File: src/rtl/gcd_uart_reporter_pkg.sv
// Shared constants, state encodings and digit helpers for the GCD UART reporter.
// Imported by the byte serializer and the message sequencer.
package gcd_uart_reporter_pkg;

    localparam int MSG_LEN = 15;

    localparam logic [7:0] ASCII_G      = 8'h47;
    localparam logic [7:0] ASCII_C      = 8'h43;
    localparam logic [7:0] ASCII_D      = 8'h44;
    localparam logic [7:0] ASCII_LPAREN = 8'h28;
    localparam logic [7:0] ASCII_COMMA  = 8'h2C;
    localparam logic [7:0] ASCII_RPAREN = 8'h29;
    localparam logic [7:0] ASCII_EQ     = 8'h3D;
    localparam logic [7:0] ASCII_DASH   = 8'h2D;
    localparam logic [7:0] ASCII_CR     = 8'h0D;
    localparam logic [7:0] ASCII_LF     = 8'h0A;
    localparam logic [7:0] ASCII_ZERO   = 8'h30;

    typedef enum logic [1:0] {
        TX_IDLE,
        TX_START,
        TX_DATA,
        TX_STOP
    } tx_state_t;

    typedef enum logic [1:0] {
        REP_IDLE,
        REP_SEND,
        REP_DRAIN,
        REP_FINISH
    } rep_state_t;

    // Snapshot form of an operand: anything above 99 only needs to be remembered as "out of range".
    typedef struct packed {
        logic       over;
        logic [6:0] val;
    } operand_t;

    function automatic operand_t snap_operand(input logic [31:0] v);
        operand_t op;
        op.over = (v > 32'd99);
        op.val  = op.over ? 7'd0 : v[6:0];
        return op;
    endfunction

    // Two ASCII characters {tens, ones}, zero-padded, or "--" when out of range.
    function automatic logic [15:0] to_digits(input operand_t op);
        logic [6:0] tens;
        logic [6:0] ones;
        tens = op.val / 7'd10;
        ones = op.val - tens * 7'd10;
        if (op.over) begin
            return {ASCII_DASH, ASCII_DASH};
        end
        return {ASCII_ZERO + {1'b0, tens}, ASCII_ZERO + {1'b0, ones}};
    endfunction

endpackage

File: src/rtl/gcd_uart_reporter_tx.sv
// 8N1 UART byte serializer with a valid/ready handshake.
// Accepts the next byte in the last stop-bit cycle so consecutive frames have no idle gap.
module uart_tx_byte
    import gcd_uart_reporter_pkg::*;
#(
    parameter int CLKS_PER_BIT = 868
) (
    input  logic       clk,
    input  logic       rst,
    input  logic       byte_valid,
    input  logic [7:0] byte_data,
    output logic       byte_ready,
    output logic       frame_end,
    output logic       txd
);

    localparam int CNT_W = (CLKS_PER_BIT > 1) ? $clog2(CLKS_PER_BIT) : 1;
    localparam logic [CNT_W-1:0] BAUD_MAX = CNT_W'(CLKS_PER_BIT - 1);

    tx_state_t        state;
    tx_state_t        state_next;
    logic [CNT_W-1:0] baud_cnt;
    logic [2:0]       bit_cnt;
    logic [7:0]       shreg;
    logic             baud_last;
    logic             load;

    assign baud_last = (baud_cnt == BAUD_MAX);
    assign load      = byte_valid && byte_ready;

    always_ff @(posedge clk) begin
        if (rst) begin
            state <= TX_IDLE;
        end else begin
            state <= state_next;
        end
    end

    always_comb begin
        state_next = state;
        case (state)
            TX_IDLE:  if (byte_valid) state_next = TX_START;
            TX_START: if (baud_last) state_next = TX_DATA;
            TX_DATA:  if (baud_last && bit_cnt == 3'd7) state_next = TX_STOP;
            TX_STOP:  if (baud_last) state_next = byte_valid ? TX_START : TX_IDLE;
            default:  state_next = TX_IDLE;
        endcase
    end

    always_comb begin
        txd        = 1'b1;
        byte_ready = 1'b0;
        frame_end  = 1'b0;
        case (state)
            TX_IDLE:  byte_ready = 1'b1;
            TX_START: txd = 1'b0;
            TX_DATA:  txd = shreg[0];
            TX_STOP: begin
                byte_ready = baud_last;
                frame_end  = baud_last;
            end
            default:  txd = 1'b1;
        endcase
    end

    // Baud timing and LSB-first shifting; bit_cnt wraps to zero on leaving DATA.
    always_ff @(posedge clk) begin
        if (rst) begin
            baud_cnt <= '0;
            bit_cnt  <= 3'd0;
            shreg    <= 8'd0;
        end else if (load) begin
            baud_cnt <= '0;
            bit_cnt  <= 3'd0;
            shreg    <= byte_data;
        end else if (state != TX_IDLE) begin
            if (baud_last) begin
                baud_cnt <= '0;
                if (state == TX_DATA) begin
                    shreg   <= {1'b0, shreg[7:1]};
                    bit_cnt <= bit_cnt + 3'd1;
                end
            end else begin
                baud_cnt <= baud_cnt + 1'b1;
            end
        end
    end

endmodule

File: src/rtl/gcd_uart_reporter.sv
// Snapshots GCD operands/result on a send pulse and reports "GCD(aa,bb)=rr\r\n" over UART TX.
// Owns the snapshot, decimal conversion, character sequencing and busy/done signalling.
module gcd_uart_reporter
    import gcd_uart_reporter_pkg::*;
#(
    parameter int CLK_FREQ     = 100_000_000,
    parameter int BAUD         = 115200,
    parameter int CLKS_PER_BIT = CLK_FREQ / BAUD
) (
    input  logic        clk,
    input  logic        rst,
    input  logic        send,
    input  logic [31:0] gcd_a,
    input  logic [31:0] gcd_b,
    input  logic [31:0] gcd_result,
    output logic        uart_txd,
    output logic        busy,
    output logic        done
);

    localparam logic [3:0] LAST_IDX = 4'(MSG_LEN - 1);

    rep_state_t  state;
    rep_state_t  state_next;
    operand_t    snap_a;
    operand_t    snap_b;
    operand_t    snap_r;
    logic [3:0]  char_idx;
    logic [7:0]  char_byte;
    logic [15:0] dig_a;
    logic [15:0] dig_b;
    logic [15:0] dig_r;
    logic        byte_valid;
    logic        byte_ready;
    logic        frame_end;
    logic        load;

    assign load  = byte_valid && byte_ready;
    assign dig_a = to_digits(snap_a);
    assign dig_b = to_digits(snap_b);
    assign dig_r = to_digits(snap_r);

    always_ff @(posedge clk) begin
        if (rst) begin
            state <= REP_IDLE;
        end else begin
            state <= state_next;
        end
    end

    // DRAIN waits for the last character's stop bit, since its handshake happens a frame earlier.
    always_comb begin
        state_next = state;
        case (state)
            REP_IDLE:   if (send) state_next = REP_SEND;
            REP_SEND:   if (load && char_idx == LAST_IDX) state_next = REP_DRAIN;
            REP_DRAIN:  if (frame_end) state_next = REP_FINISH;
            REP_FINISH: state_next = REP_IDLE;
            default:    state_next = REP_IDLE;
        endcase
    end

    always_comb begin
        byte_valid = (state == REP_SEND);
        busy       = (state == REP_SEND) || (state == REP_DRAIN);
        done       = (state == REP_FINISH);
    end

    always_ff @(posedge clk) begin
        if (rst) begin
            snap_a   <= '0;
            snap_b   <= '0;
            snap_r   <= '0;
            char_idx <= 4'd0;
        end else if (state == REP_IDLE && send) begin
            snap_a   <= snap_operand(gcd_a);
            snap_b   <= snap_operand(gcd_b);
            snap_r   <= snap_operand(gcd_result);
            char_idx <= 4'd0;
        end else if (load && char_idx != LAST_IDX) begin
            char_idx <= char_idx + 4'd1;
        end
    end

    always_comb begin
        char_byte = ASCII_LF;
        case (char_idx)
            4'd0:    char_byte = ASCII_G;
            4'd1:    char_byte = ASCII_C;
            4'd2:    char_byte = ASCII_D;
            4'd3:    char_byte = ASCII_LPAREN;
            4'd4:    char_byte = dig_a[15:8];
            4'd5:    char_byte = dig_a[7:0];
            4'd6:    char_byte = ASCII_COMMA;
            4'd7:    char_byte = dig_b[15:8];
            4'd8:    char_byte = dig_b[7:0];
            4'd9:    char_byte = ASCII_RPAREN;
            4'd10:   char_byte = ASCII_EQ;
            4'd11:   char_byte = dig_r[15:8];
            4'd12:   char_byte = dig_r[7:0];
            4'd13:   char_byte = ASCII_CR;
            default: char_byte = ASCII_LF;
        endcase
    end

    uart_tx_byte #(
        .CLKS_PER_BIT(CLKS_PER_BIT)
    ) u_tx (
        .clk       (clk),
        .rst       (rst),
        .byte_valid(byte_valid),
        .byte_data (char_byte),
        .byte_ready(byte_ready),
        .frame_end (frame_end),
        .txd       (uart_txd)
    );

endmodule
File: config.mk
export PLATFORM = sky130hd
export DESIGN_NAME = gcd_uart_reporter
export DESIGN_NICKNAME = d
export VERILOG_FILES = /design/src/rtl/gcd_uart_reporter_pkg.sv /design/src/rtl/gcd_uart_reporter_tx.sv /design/src/rtl/gcd_uart_reporter.sv
export SDC_FILE = /design/constraint.sdc
export NUM_CORES = 1
export LEC_CHECK = 0
export ABC_CLOCK_PERIOD_IN_PS = 6000
export CAP_MARGIN = 20
export CELL_PAD_IN_SITES_DETAIL_PLACEMENT = 2
export CELL_PAD_IN_SITES_GLOBAL_PLACEMENT = 2
export CORE_MARGIN = 2
export CORE_UTILIZATION = 35
export DETAILED_ROUTE_END_ITERATION = 10
export DONT_BUFFER_PORTS = 1
export GPL_TIMING_DRIVEN = 0
export PLACE_DENSITY = 0.84
export RECOVER_POWER = 25
export SLEW_MARGIN = 10
export SYNTH_ARGS = -nofsm -noshare
export SYNTH_HDL_FRONTEND = slang
export SYNTH_SLANG_ARGS = --single-unit
File: constraint.sdc
create_clock -name clk -period 6 [get_ports clk]
set_input_delay 0.9 -clock clk [delete_from_list [all_inputs] [get_ports clk]]
set_output_delay 0.9 -clock clk [all_outputs]
set_load 0.005 [all_outputs]
=== Word level (Yosys, flattened, before mapping) ===
Index checks and enable logic that the tools add are counted.

* Bits in registers: 53
* Bits of input ports: 99
* Output and inout bits: 3
* Word-level logic and storage cells: 113

* Add/subtract/negate cells: 12
* Multipliers: 3
* Divide/modulo/power cells: 3
* Order comparisons: 3
* Equal/unequal tests: 30
* Muxes and demuxes: 31
* Reduce and logical (&&, ||, !) cells: 19

{| class="wikitable"
|+ Operator list
! cell !! count
|-
| $pmux W8 S14 || 1
|-
| $gt A32 B7 Y1 const B || 3
|-
| $mux W16 || 6
|-
| $add A6 B7 Y8 const A || 6
|-
| $mux W8 || 4
|-
| $eq A4 B4 Y1 const B || 7
|-
| $div A7 B4 Y7 const B || 3
|-
| $mul A7 B3 Y6 const B || 3
|-
| $mux W7 || 3
|-
| $sub A7 B7 Y7 || 3
|-
| $eq A4 B3 Y1 const B || 4
|-
| $pmux W2 S4 || 2
|-
| $mux W2 || 7
|-
| $add A10 B1 Y10 const B || 1
|-
| $eq A10 B10 Y1 const B || 1
|-
| $mux W10 || 1
|-
| $reduce_and A3 Y1 || 3
|-
| $eq A2 B2 Y1 const B || 4
|-
| $eq A4 B2 Y1 const B || 2
|-
| $ne A2 B1 Y1 const B || 4
|-
| $reduce_bool A2 Y1 || 4
|-
| $ne A2 B2 Y1 const B || 3
|-
| $logic_and A1 B1 Y1 || 5
|-
| $mux W1 || 5
|-
| 12 further kinds || 16
|}

=== Depth between registers and ports, before layout ===
Gate-level depths: netlist of run 1.

* Depth after elaboration: 7
* Depth in mapped cells: 28
* Gate-level depth less buffers: 28

=== By module ===
A second synthesis of run 1 with hierarchy kept.

* Cell total of the unflattened synthesis: 576
* Area total of the unflattened synthesis: 4603.2 um2

{| class="wikitable"
|+ By module, submodules not included
! module !! instances !! cells an instance !! area each (um2) !! seq. area each (um2)
|-
| gcd_uart_reporter || 1 || 432 || 3326.9 || 600.6
|-
| uart_tx_byte || 1 || 144 || 1276.2 || 460.4
|}

=== Least setup slack after synthesis of run 1 ===
No wires, ideal clock.

* Path kind: reg2reg
* Start: register snap_r[4] in the netlist's numbering
* End: register u_tx.shreg[5]
* Setup time: 0.078 ns
* Data arrival time: 5.074 ns
* Data required time: 5.922 ns
* Path slack: 0.848 ns
* Stages on the path, launching flop included: 25
* Path buffers: 0
* Path through: dfxtp_1 -> inv_1 -> ha_1 -> a21o_1 -> maj3_1 -> a21oi_1 -> ha_1 -> or2b_2 -> nand2_1 -> a21oi_1 -> a41o_2 -> or2_1 -> ha_1 -> ha_1 -> fa_1 -> inv_1 -> ha_1 -> xor2_1 -> ha_1 -> inv_1 -> o21ai_0 -> a32o_1 -> a211oi_1 -> a211oi_1 -> nor3_1

* Longest elaborated chain between the ends: 7
* Elaborated cells on any way between the ends: 8
* Those cells by class: 3 x add/sub; 1 x mul; 1 x div; 3 x mux

{| class="wikitable"
|+ RTL lines
! what !! line !! source
|-
| start, declared || gcd_uart_reporter.sv:27 || <nowiki>operand_t snap_r;</nowiki>
|-
| start signal, assigned || gcd_uart_reporter.sv:78 || <nowiki>snap_r <= snap_operand(gcd_result);</nowiki>
|-
| $div A7 B4 Y7 || gcd_uart_reporter_pkg.sv:50 || <nowiki>tens = op.val / 7'd10;</nowiki>
|-
| $mul A7 B3 Y6 || gcd_uart_reporter_pkg.sv:51 || <nowiki>ones = op.val - tens * 7'd10;</nowiki>
|-
| $sub A7 B7 Y7 || gcd_uart_reporter_pkg.sv:51 ||
|-
| $add A6 B7 Y8 || gcd_uart_reporter_pkg.sv:55 || <nowiki>return {ASCII_ZERO + {1'b0, tens}, ASCII_ZERO + {1'b0, ones}};</nowiki>
|-
| $mux W16 (*) || gcd_uart_reporter_pkg.sv:55 ||
|-
| $pmux W8 S14 (*) || gcd_uart_reporter.sv:87 || <nowiki>case (char_idx)</nowiki>
|-
| $mux W8 (*) || gcd_uart_reporter_tx.sv:72 || <nowiki>end else if (load) begin</nowiki>
|-
| end signal, assigned || gcd_uart_reporter_tx.sv:75 || <nowiki>shreg <= byte_data;</nowiki>
|-
| end signal, assigned || gcd_uart_reporter_tx.sv:80 || <nowiki>shreg <= {1'b0, shreg[7:1]};</nowiki>
|-
| end, declared || gcd_uart_reporter_tx.sv:24 || <nowiki>logic [7:0] shreg;</nowiki>
|}

Mark *: on every way between the ends. The rest lies on a longest branch, timed or not.
A chain may end at the register's enable or synchronous reset.

=== Worst setup path in the final report of run 1 ===
Ends and elaborated chain as after synthesis.

==> metrics, run 1 <==
largest fanout on the critical path 7; placed instance area 4830 sq um; first-pass GRT wire length 25.9 mm; GRT overflow 0; Pleak 1.94 nW; Max Freq 173 MHz; mux contribution to synthesized area 1.11%; most frequent cells in the layout dfxtp_1, nor2_1, inv_1, ha_1, nand2_1; Compound-Gate Fraction of Synth Area 23.7%; port buffer count 0; hold crit path type flop to flop; peak supply drop 0.111 mV; WP data required 6.22 ns; average size of a mapped cell 7.94 sq um; Clock Sink Count 53; XOR/XNOR share of the synthesized area 6.18%; Min Hold Slack 0.470 ns; DR iter-0 viols 161; worst setup path category flop to flop; register area share after synthesis 23.0%; CTS tree done; Final ANT Viol Nets 0; DRC 0; sum of negative setup slack 0 ns; vias in the first global route 5068; DR vias 4495; largest family of logic cells by synthesized area compound AO/OA/AOI/OAI gates; hold_buf cts 0; CP most frequent cell ha_1; GRT Total Usage 23.0%; Routed wire per std cell 21.2 microns; delay of the slowest cell on the worst path 0.48 ns; ys async rst share 0%; CTS max path bufs 2; post-DP HPWL 12.9 mm; cell count after synthesis 582; PwrDens 240 nW/um^2; initial antenna violation count 0; Worst setup SP type flop; Least-Margin Pin Slew 0.675 ns; number of enable flip-flop cells after synthesis 0; Synth warnings 0; Clock Skew 0.0109 ns; CP arrival 5.99 ns; clock root cell clkbuf_16; Detailed Route WL 16.3 mm; layout cell share with drive strength beyond 1 8.43%; slowest cell on the critical path fa_1; CTS buffer count 5; Primary FF master, synth dfxtp_1; IO Pins 102; Synth Register Bits 53; pin count of the biggest net entering global routing 18; Finished Cell Area 5060 sq um; Mapped Nets 733; area share of fa/ha/maj cells after synthesis 15.7%; # setup viols final 0; Via-to-Cell Ratio 5.88; First-pass DRT Iterations 4; final RePlAce weighted congestion 0.964; Netlist cell types 74; final net count 743; Reg clk slew, reported paths 0.08 ns; die footprint 14100 sq um; reg2reg setup slack 0.24 ns; Die Y 119 microns; Final Max Slew Viols 0; ANT cells 0; final hold violations 0; Core ar. 12800 sq um; most common cell after layout, fill and taps aside dfxtp_1; H-tree depth 2; simple-gate portion of the synthesized area 23.6%; CP Capture Type flop; Post-Syn Area 4620 sq um; die span in x 119 microns; total power 1.22 mW; final period utilization 96.1%; cell-by-cell trace of the critical path inv_1, ha_1, a21o_1, maj3_1, a21oi_4, ha_1, or2b_2, nand2_1, a21oi_1, a41o_2, or2_1, ha_1, ha_1, fa_1, inv_1, ha_1, xor2_2, ha_1, inv_1, o21ai_0, a32o_1, a211oi_1, a211oi_1, nor3_1; status finished clean; Tmin final 5.76 ns; max-cap violations 0; Starting Density 36.2%; Cell Rows 41; clk_lat worst skew 0.31 ns; Rel. slew slack 54.6%; Syn-to-layout area delta 9.51%
worst max-delay path, delay by kind of cell (launching register included):
kind	cells	cell delay, ns
fa+ha+maj	8	2.41
compound gates	8	1.55
simple gates	4	0.88
flops	1	0.42
buf+inv	3	0.20
xor+xnor	1	0.20
synth_stat cells, types with 5 or more instances:
cell	count	area, sq um
nor3_1	24	120
inv_1	45	169
a21oi_1	36	180
nor2_1	46	173
nand2b_1	12	75.1
nor2b_1	14	87.6
o21a_1	6	45.0
nor4_1	16	100
dfxtp_1	53	1060
nand3_1	18	90.1
xor2_1	16	140
a22o_1	11	96.3
xnor2_1	14	123
ha_1	46	576
o21ai_0	37	185
a21o_1	8	60.1
fa_1	6	120
a211oi_1	9	67.6
clkbuf_1	11	41.3
o311a_1	6	60.1
nand2_1	42	158
buf_2	5	25.0
nand4_1	6	37.5
and3_1	5	31.3
timing repair:
item / 4_1_cts / 5_1_grt
resized for setup: 1 / 14
pin swaps: 0 / 2
buffers inserted: 0 / 3
endpoints found under the setup margin: 1 / 2
sequential cells by signal, summed over array words and instances (netlist names):
name,flops
snap_b,8
u_tx.state,2
u_tx.baud_cnt,10
snap_r,8
u_tx.bit_cnt,3
snap_a,8
char_idx,4
state,2
u_tx.shreg,8
cell type report:
cell class	count	area [sq um]
buffer	23	140
timing repair buffer	3	22.5
multi-input combinational	460	3300
fill	1475	7710
sequential	53	1070
clock buffer	5	125
clock inverter	3	21.3
tap	172	215
inverter	46	173
where the power goes:
group / total [mW] / leakage, nW / internal (mW) / switching [mW]
combinational: 0.476 / 1.44 / 0.171 / 0.305
clock: 0.307 / 0.0702 / 0.156 / 0.151
sequential: 0.432 / 0.431 / 0.393 / 0.0392
total: 1.22 / 1.94 / 0.721 / 0.495
stage by stage:
step	cells	setup slack (ns)	util, %
2_1_floorplan	582	0.848	-
3_3_place_gp	754	0.299	37.8
3_5_place_dp	754	0.0443	37.8
4_1_cts	762	0.0778	39.0
5_1_grt	765	-0.0333	39.6
6_report	765	0.235	39.6
routing by layer:
layer	global-route usage [%]	vias up	share of wire, %
met5	0	-	0
met4	8.41	0	3.0
met3	2.87	32	3.6
met2	43.7	138	52
met1	26.1	2209	41
li1	-	2116	-
path summary, 6_finish.rpt:
path | from | endpoint | depth (start not counted)
min reg2reg | u_tx.bit_cnt[1] | u_tx.bit_cnt[1] | 2
max reg2reg | snap_r[4] | u_tx.shreg[5] | 24
max | snap_r[4] | u_tx.shreg[5] | 24
min | u_tx.bit_cnt[1] | u_tx.bit_cnt[1] | 2
cell families after synthesis:
group           count (synthesis)
simple gates                  207
compound gates                162
buf+inv                        69
fa+ha+maj                      55
flops                          53
xor+xnor                       31
mux                             5
Note: power is estimated with default switching activity, not from simulation.
==> run 2: changes to the inputs <==
--- a/config.mk
+++ b/config.mk
@@ -6,15 +6,14 @@
 export NUM_CORES = 1
 export LEC_CHECK = 0
 export ABC_CLOCK_PERIOD_IN_PS = 6000
-export CAP_MARGIN = 20
 export CELL_PAD_IN_SITES_DETAIL_PLACEMENT = 2
 export CELL_PAD_IN_SITES_GLOBAL_PLACEMENT = 2
 export CORE_MARGIN = 2
-export CORE_UTILIZATION = 35
+export CORE_UTILIZATION = 37
 export DETAILED_ROUTE_END_ITERATION = 10
 export DONT_BUFFER_PORTS = 1
 export GPL_TIMING_DRIVEN = 0
-export PLACE_DENSITY = 0.84
+export PLACE_DENSITY = 0.87
 export RECOVER_POWER = 25
 export SLEW_MARGIN = 10
 export SYNTH_ARGS = -nofsm -noshare
==> metrics, run 2 (synthesis results as in run 1) <==
status complete, but fails checks; failing checks setup timing; IO Pins 102 (unchanged); DP Cell Count 750 (-0.53%); most common cell after layout, fill and taps aside dfxtp_1; CP Capture Type flop; Detailed Route WL 18.3 mm (+13%); Syn-to-layout area delta 10.3%; slowest cell on the critical path fa_1; Comb power frac 37.9% (-1.2 points); Clock Skew 0.00743 ns (-0.00346 ns); GRT overflow 0 (unchanged); final RePlAce weighted congestion 0.949 (-1.5%); largest fanout on the critical path 10 (+3); Reg clk slew, reported paths 0.07 ns (about the same); CTS buffer count 5 (unchanged); Clock Sink Count 53 (unchanged); worst setup path category flop to flop; Least-Margin Pin Slew 0.805 ns (+0.130 ns); max-cap violations 0 (unchanged); Routed wire per std cell 24.1 microns (+13%); delay of the slowest cell on the worst path 0.50 ns (+0.02 ns); number of fill cells 1404 (-4.8%); Internal 774 uW (+7.4%); Clock power frac 28.1% (+2.8 points); Cell Rows 40 (-2.4%); Tmin final 6.13 ns (+0.364 ns); DR vias 4705 (+4.7%); CTS tree done; Worst Slack Setup Final -0.129 ns (-0.364 ns); Hold Path Depth 2 (unchanged); DR iter-0 viols 293 (+82%); Pleak 1.96 nW (+1.1%); reg2reg setup slack -0.13 ns (-0.36 ns); sum of negative setup slack -0.129 ns (-0.129 ns); most frequent cells in the layout dfxtp_1, nor2_1, ha_1, inv_1, nand2_1; min-delay src u_tx.shreg[3]; Max Freq 163 MHz (-5.9%); vias in the first global route 5057 (-0.22%); die footprint 13400 sq um (-5.2%); Final Max Slew Viols 0 (unchanged); Top reg by flops u_tx.baud_cnt; hold_buf cts 0 (unchanged); WP data required 6.20 ns (-0.02 ns); clock root cell clkbuf_16; Largest register FFs 10 (unchanged); Reg2Reg Depth 25 (+4.2%); Core ar. 12100 sq um (-5.2%); die span in x 116 microns (-2.6%); r2r endpoint u_tx.shreg[5]; final period utilization 102% (+6.1 points); Final ANT Viol Nets 0 (unchanged); Largest delay share family, worst path compound AO/OA/AOI/OAI gates; clk_lat worst skew 0.31 ns (about the same); final net count 744 (+0.13%); Via-to-Cell Ratio 6.17 (+5.1%); worst hold endpoint u_tx.shreg[3]; reg2reg start snap_a[3]; Psw 497 uW (+0.50%); PwrDens 250 nW/um^2 (+3.8%); first-pass GRT wire length 26.6 mm (+2.6%); Die Y 116 microns (-2.6%); layout cell share with drive strength beyond 1 8.42% (-0.014 points); total power 1.27 mW (+4.6%); Sw Share 39.1% (-1.6 points); Starting Density 38.1% (+2.0 points); First-pass DRT Iterations 5 (+1); initial antenna violation count 0 (unchanged); # setup viols final 1 (+1); CP most frequent cell ha_1; DRC 0 (unchanged); Reg power frac 34.0% (-1.6 points); Final Non-Filler Cells 762 (-0.39%); CTS max path bufs 2 (unchanged); Worst setup SP type flop; CP arrival 6.33 ns (+0.34 ns); port buffer count 0 (unchanged); H-tree depth 2 (unchanged); Rel. slew slack 46.0% (-8.6 points); Critical path buffers and inverters 3 (unchanged); peak supply drop 0.113 mV (+1.8%); post-DP HPWL 13.4 mm (+3.8%); pin count of the biggest net entering global routing 16 (-2); GRT Total Usage 26.1% (+3.1 points); ANT cells 0 (unchanged); hold crit path type flop to flop; final hold violations 0 (unchanged)
[run 2: area by class of cell]
type / count / area (sq um) / area share (%)
plain buffers: 23 / 143 / 2.80
multi-input cells: 460 / 3300 / 64.8
flip-flops and latches: 53 / 1060 / 20.9
inverters: 46 / 173 / 3.39
repair buffers: 4 / 30.0 / 0.589
well taps: 168 / 210 / 4.12
clock inverters: 1 / 30.0 / 0.589
clock buffers: 7 / 143 / 2.80
[run 2: worst register-to-register path: cells and delay by family, from the launching register on]
family	cells	cell delay, ns
AND/OR/NAND/NOR	4	0.45
flip-flops	1	0.48
adder cells (fa/ha/maj)	6	1.96
XOR/XNOR	1	0.20
buffers and inverters	3	0.49
AO/OA/AOI/OAI	11	2.45
[run 2: worst max-delay path by stage]
stage	start	endpoint	slack [ns]	cells after the start
final	snap_a[3]	u_tx.shreg[5]	-0.13	25
after global routing	snap_a[3]	u_tx.shreg[5]	-0.41	25
after CTS	snap_r[5]	u_tx.shreg[5]	0.09	25
after detailed placement	snap_r[5]	u_tx.shreg[5]	0.003	24
after global placement	snap_r[4]	u_tx.shreg[5]	0.34	24
after floorplan	snap_r[4]	u_tx.shreg[5]	0.85	24
[run 2: metrics by stage]
| stage | area [sq um] | hold slack (ns) | utilization [%] | setup WS (ns) |
|---|---|---|---|---|
| after floorplan | 4620 | 0.430 | - | 0.848 |
| after global placement | 4830 | 0.441 | 39.9 | 0.336 |
| after detailed placement | 4830 | 0.450 | 39.9 | 0.00335 |
| after CTS | 5010 | 0.467 | 41.4 | 0.0908 |
| after global routing | 5100 | 0.496 | 42.1 | -0.409 |
| final | 5100 | 0.472 | 42.1 | -0.129 |
[run 2: repair_timing]
item | in CTS | in global routing
setup buffers | 0 | 4
resized for setup | 2 | 15
setup endpoints to repair | 1 | 2
pin swaps | 0 | 3
[run 2: power groups by stage]
stage	clock (mW)	sequential (mW)	combinational, mW
floorplan	0	0.427	0.344
finish	0.357	0.433	0.481
detailed placement	0	0.438	0.468
CTS	0.362	0.431	0.474
global placement	0	0.434	0.436
global route	0.381	0.438	0.521
[run 2: per-layer routing]
| layer | track usage [%] | part of all wire (%) |
|---|---|---|
| met1 | 27.8 | 38 |
| met2 | 50.8 | 53 |
| met3 | 3.03 | 4.4 |
| met4 | 12.4 | 4.4 |
| met5 | 0 | 0 |
